--- config.mk ---
export PLATFORM = sky130hd
export DESIGN_NAME = imm_extend_pipe_flat
export DESIGN_NICKNAME = d
export VERILOG_FILES = /design/src/rtl/imm_extend_pipe_pkg.sv /design/src/rtl/imm_extend_pipe_if.sv /design/src/rtl/imm_extend_pipe_core.sv /design/src/rtl/imm_extend_pipe.sv /design/src/flat_wrapper.sv
export SDC_FILE = /design/constraint.sdc
export NUM_CORES = 1
export LEC_CHECK = 0
export CAP_MARGIN = 20
export CORE_MARGIN = 4
export CORE_UTILIZATION = 48
export DETAILED_ROUTE_END_ITERATION = 10
export DONT_BUFFER_PORTS = 1
export PLACE_DENSITY = 0.73
export SYNTH_ARGS = -nofsm -noshare
export SYNTH_HDL_FRONTEND = slang
export SYNTH_SLANG_ARGS = --single-unit
--- constraint.sdc ---
create_clock -name clk_i -period 0.8 [get_ports clk_i]
set_input_delay 0.12 -clock clk_i [delete_from_list [all_inputs] [get_ports clk_i]]
set_output_delay 0.12 -clock clk_i [all_outputs]
set_load 0.05 [all_outputs]
--- src/rtl/imm_extend_pipe_pkg.sv ---
// Shared immediate-extension constants: mode encodings and branch shift amount.
// Latency: none (constants only).
// Backpressure: not applicable.
package imm_ext_pkg;

    localparam logic [1:0] MODE_SIGN   = 2'd0;
    localparam logic [1:0] MODE_ZERO   = 2'd1;
    localparam logic [1:0] MODE_UPPER  = 2'd2;
    localparam logic [1:0] MODE_BRANCH = 2'd3;

    localparam int BRANCH_SHIFT = 2;

endpackage

--- src/rtl/imm_extend_pipe_if.sv ---
// Bundle of handshake, control and data signals between the ID stage and the immediate pipe.
// Latency: none (wires only).
// Backpressure: stall_i holds the pipe; the upstream re-presents the dropped input.
interface imm_extend_pipe_if #(
    parameter int IN_W  = 16,
    parameter int OUT_W = 32
);
    logic             valid_i;
    logic             stall_i;
    logic             flush_i;
    logic [1:0]       mode_i;
    logic [IN_W-1:0]  data_i;
    logic [OUT_W-1:0] data_o;
    logic             valid_o;
    logic [1:0]       mode_o;

    modport master (
        output valid_i, stall_i, flush_i, mode_i, data_i,
        input  data_o, valid_o, mode_o
    );

    modport slave (
        input  valid_i, stall_i, flush_i, mode_i, data_i,
        output data_o, valid_o, mode_o
    );
endinterface

--- src/rtl/imm_extend_pipe_core.sv ---
// Combinational immediate extender: sign, zero, upper and branch-offset modes.
// Latency: 0 cycles.
// Backpressure: none; purely combinational.
module imm_ext_core
    import imm_ext_pkg::*;
#(
    parameter int IN_W  = 16,
    parameter int OUT_W = 32
) (
    input  logic [1:0]       mode,
    input  logic [IN_W-1:0]  data,
    output logic [OUT_W-1:0] ext
);

    logic [OUT_W-1:0] sext;
    logic [OUT_W-1:0] zext;
    logic [OUT_W-1:0] uext;

    assign sext = {{(OUT_W-IN_W){data[IN_W-1]}}, data};
    assign zext = {{(OUT_W-IN_W){1'b0}}, data};
    assign uext = {data, {(OUT_W-IN_W){1'b0}}};

    // Branch offsets are word-aligned: the top BRANCH_SHIFT bits fall off the sign-extended value.
    always_comb begin
        ext = sext;
        case (mode)
            MODE_SIGN:   ext = sext;
            MODE_ZERO:   ext = zext;
            MODE_UPPER:  ext = uext;
            MODE_BRANCH: ext = sext << BRANCH_SHIFT;
            default:     ext = sext;
        endcase
    end

endmodule

--- src/rtl/imm_extend_pipe.sv ---
// Pipelined immediate generator: extends data_i then carries {valid, mode, result} through STAGES registers.
// Latency: STAGES cycles from input sample to valid_o, all outputs registered.
// Backpressure: stall_i freezes every stage and drops the input; flush_i empties the pipe and wins over stall.
module imm_extend_pipe
    import imm_ext_pkg::*;
#(
    parameter int IN_W   = 16,
    parameter int OUT_W  = 32,
    parameter int STAGES = 1
) (
    input  logic clk_i,
    input  logic rst_i,
    imm_extend_pipe_if.slave bus
);

    typedef struct packed {
        logic             vld;
        logic [1:0]       mode;
        logic [OUT_W-1:0] dat;
    } stage_t;

    stage_t           pipe [STAGES];
    logic [OUT_W-1:0] ext_dat;

    imm_ext_core #(
        .IN_W  (IN_W),
        .OUT_W (OUT_W)
    ) u_core (
        .mode (bus.mode_i),
        .data (bus.data_i),
        .ext  (ext_dat)
    );

    // Flush is checked before stall so a stalled pipe can still be emptied.
    always_ff @(posedge clk_i or posedge rst_i) begin
        if (rst_i) begin
            for (int k = 0; k < STAGES; k++) begin
                pipe[k] <= '0;
            end
        end else if (bus.flush_i) begin
            for (int k = 0; k < STAGES; k++) begin
                pipe[k] <= '0;
            end
        end else if (!bus.stall_i) begin
            pipe[0].vld  <= bus.valid_i;
            pipe[0].mode <= bus.mode_i;
            pipe[0].dat  <= ext_dat;
            for (int k = 1; k < STAGES; k++) begin
                pipe[k] <= pipe[k-1];
            end
        end
    end

    assign bus.valid_o = pipe[STAGES-1].vld;
    assign bus.mode_o  = pipe[STAGES-1].mode;
    assign bus.data_o  = pipe[STAGES-1].dat;

endmodule

--- src/flat_wrapper.sv ---
// flat-port wrapper written by rule: the top's interface ports become plain ports
module imm_extend_pipe_flat import imm_ext_pkg::*;
#(
    parameter int IN_W   = 16,
    parameter int OUT_W  = 32,
    parameter int STAGES = 1
)
  (clk_i, rst_i, bus_valid_i, bus_stall_i, bus_flush_i, bus_mode_i, bus_data_i, bus_data_o, bus_valid_o, bus_mode_o);
  imm_extend_pipe_if #(.IN_W(IN_W), .OUT_W(OUT_W)) bus_i ();
  input  logic clk_i;
  input  logic rst_i;
  input wire logic [$bits(bus_i.valid_i)-1:0] bus_valid_i;
  input wire logic [$bits(bus_i.stall_i)-1:0] bus_stall_i;
  input wire logic [$bits(bus_i.flush_i)-1:0] bus_flush_i;
  input wire logic [$bits(bus_i.mode_i)-1:0] bus_mode_i;
  input wire logic [$bits(bus_i.data_i)-1:0] bus_data_i;
  output wire logic [$bits(bus_i.data_o)-1:0] bus_data_o;
  output wire logic [$bits(bus_i.valid_o)-1:0] bus_valid_o;
  output wire logic [$bits(bus_i.mode_o)-1:0] bus_mode_o;
  assign bus_i.valid_i = bus_valid_i;
  assign bus_i.stall_i = bus_stall_i;
  assign bus_i.flush_i = bus_flush_i;
  assign bus_i.mode_i = bus_mode_i;
  assign bus_i.data_i = bus_data_i;
  assign bus_data_o = bus_i.data_o;
  assign bus_valid_o = bus_i.valid_o;
  assign bus_mode_o = bus_i.mode_o;
  imm_extend_pipe #(.IN_W(IN_W), .OUT_W(OUT_W), .STAGES(STAGES)) u_core (.clk_i(clk_i), .rst_i(rst_i), .bus(bus_i));
endmodule
==> out/qor.csv <==
metric,value,unit
dieArea,0.00429,sq mm
io_buffers,0,
critPathMaxStageDelay,440,ps
utilization,0.909,
hold_viol,22,
initial_utilization,0.511,
cts.path.max_buffers,2,
end_kind,output pin,
ctsHoldBuffers,14,
grt_overflow,0,
maxCapViolations,0,
clk_latency,340,ps
antenna_found_initial,0,
ant_nets,0,
cts.sinks,35,
vias,1635,
grt_usage,0.275,
drt_iter0_markers,121,
gp_congestion,0.796,
fin_crit_sh,1.36,
grt_pass1_vias,1751,
htreeDepth,2,
dp_hpwl,3060,microns
worst_path_max_delay_cell,dfrtp_1,
critPathRequiredTime,680,ps
setup_violations,54,
path_class,register to output pin,
clk_pin_slew_worst_paths,110,ps
drt_pass1_iterations,4,
synth_top_cell_area_share,0.552,
status,"finished, violations left",
path_buf_inv,1,
drc,0,
fp.dieH,65.5,microns
die_w,65.5,microns
netlist_area,0.00159,sq mm
syn_to_final_growth,77.8,%
vdd_drop_max,1.16,mV
clock_skew,0,ps
violations,"negative hold slack, negative setup slack",
arrival,970,ps
fmax,0.921,GHz
boundaryPins,58,
synthFlopType,dfrtp_1,
grt_first_pass_wirelength,8650,microns
path_cells,buf_6,
syn_avg_cell_area,10.5,sq um
fin_ws,-286,ps
synth-edff-count,0,
power.leakage,1.36,nW
worstSetupStartpointType,register,
drive_gt1_frac,0.580,
synth_largest_area_cell,dfrtp_1,
synthTopCellsByCount,"dfrtp_1, nor2_1, a221oi_1, nand2_1, nor3_1",
nets,246,
core-area,0.00310,sq mm
slew_violations,0,
wl_per_cell,23.1,microns
synth-async-reset-ratio,1.00,
slew_headroom,0.667,
fin_setup_tns,-10330,ps
crit_family,flip-flops,
synth.most_common_cell,dfrtp_1,
yosysSeqAreaShare,0.552,
critPathMaxFanout,2,
rsz0062_at_grt,yes,
fp-row-count,20,
grt_max_degree,36,
avgViaCountPerCell,6.10,
ys_ff_latch,35,
ys_warn_count,0,
drt_wl_total,6190,microns
cts_buffers,5,
cts_tree,done,
clockRootBuffer,clkbuf_4,
synthDistinctLibCells,25,
p_per_area,1570,mW/mm^2
yosys-top-cells-area,"dfrtp_1, a221oi_1, a22oi_1",
hold_class,input port to register,
syn_inst,151,
period_minus_slack,1090,ps
syn-num-nets,174,
timing.hold.ws,-186,ps
worstMarginPinSlew,498,ps
antenna_cells,0,
## registers in the layout (all words and copies together), names as in the netlist
name / cells
u_core.bus.data_o: 32
u_core.bus.valid_o: 1
u_core.bus.mode_o: 2
## metrics by stage
step	power, W	area [sq um]	setup WS, ps	instances	hold slack [ps]
detailed placement	0.00297	2110	-490	226	44.8
global placement	0.00294	2110	-335	226	38.3
CTS	0.00422	2590	-263	261	-196
floorplan	0.00270	1710	-206	151	66.7
global route	0.00455	2820	-303	268	-197
finish	0.00442	2820	-286	268	-186
## placed cells by master (no fill, tap or decap), types with 5 or more instances in the layout
cell type and instances:
buf_6 47, dfrtp_1 24, nand2_1 15, a221oi_2 11, nor2_1 11, dfrtp_2 11, a22oi_2 10, dlymetal6s4s_1 10
buf_12 10, nor3_1 8, buf_4 7, nor2_4 6, nor3_2 6, a221oi_1 5, clkbuf_4 5
## layer usage
layer / GRT usage / vias up / part of all wire
met5: 0 / - / 0
met4: 0.181 / 0 / 0.039
met3: 0.0684 / 25 / 0.072
met2: 0.477 / 95 / 0.52
met1: 0.295 / 823 / 0.37
li1: - / 692 / -
## report_power, final
group / switching, W / internal, W / leakage, nW / total (W)
clock: 0.000615 / 0.000426 / 0.0353 / 0.00104
sequential: 0.000107 / 0.00188 / 0.450 / 0.00199
combinational: 0.000786 / 0.000602 / 0.872 / 0.00139
total: 0.00151 / 0.00291 / 1.36 / 0.00442
## worst paths after layout
path | from | endpoint | slack (ps) | cells after the start
max reg2reg | u_core.bus.data_o[28] | u_core.bus.data_o[28] | -140 | 3
min in group asynchronous | rst_i | u_core.bus.data_o[22] | 300 | 3
max in group asynchronous | rst_i | u_core.bus.data_o[31] | 280 | 3
max | u_core.bus.data_o[6] | bus_data_o[6] | -290 | 1
min | bus_flush_i | u_core.bus.data_o[16] | -190 | 1
min reg2reg | u_core.bus.data_o[19] | u_core.bus.data_o[19] | 560 | 2
## repair_timing
item                       in CTS  in global routing
hold endpoints to repair       70                 22
setup endpoints to repair      48                 61
setup buffers                  13                 13
gates resized for setup        47                 50
pin swaps                       7                 23
## cell type report
type,instances,area (sq um)
flip-flops and latches,35,890
clock buffers,7,55.1
repair buffers,79,962
inverters,6,26.3
clock inverters,1,5.00
fillers,116,282
well taps,44,55.1
multi-input cells,96,828
## cells by family after synthesis
group / synth area share
mux: 0.0260
buf+inv: 0.0702
flops: 0.552
compound gates: 0.188
simple gates: 0.163
(Power assumes the default switching activity.)
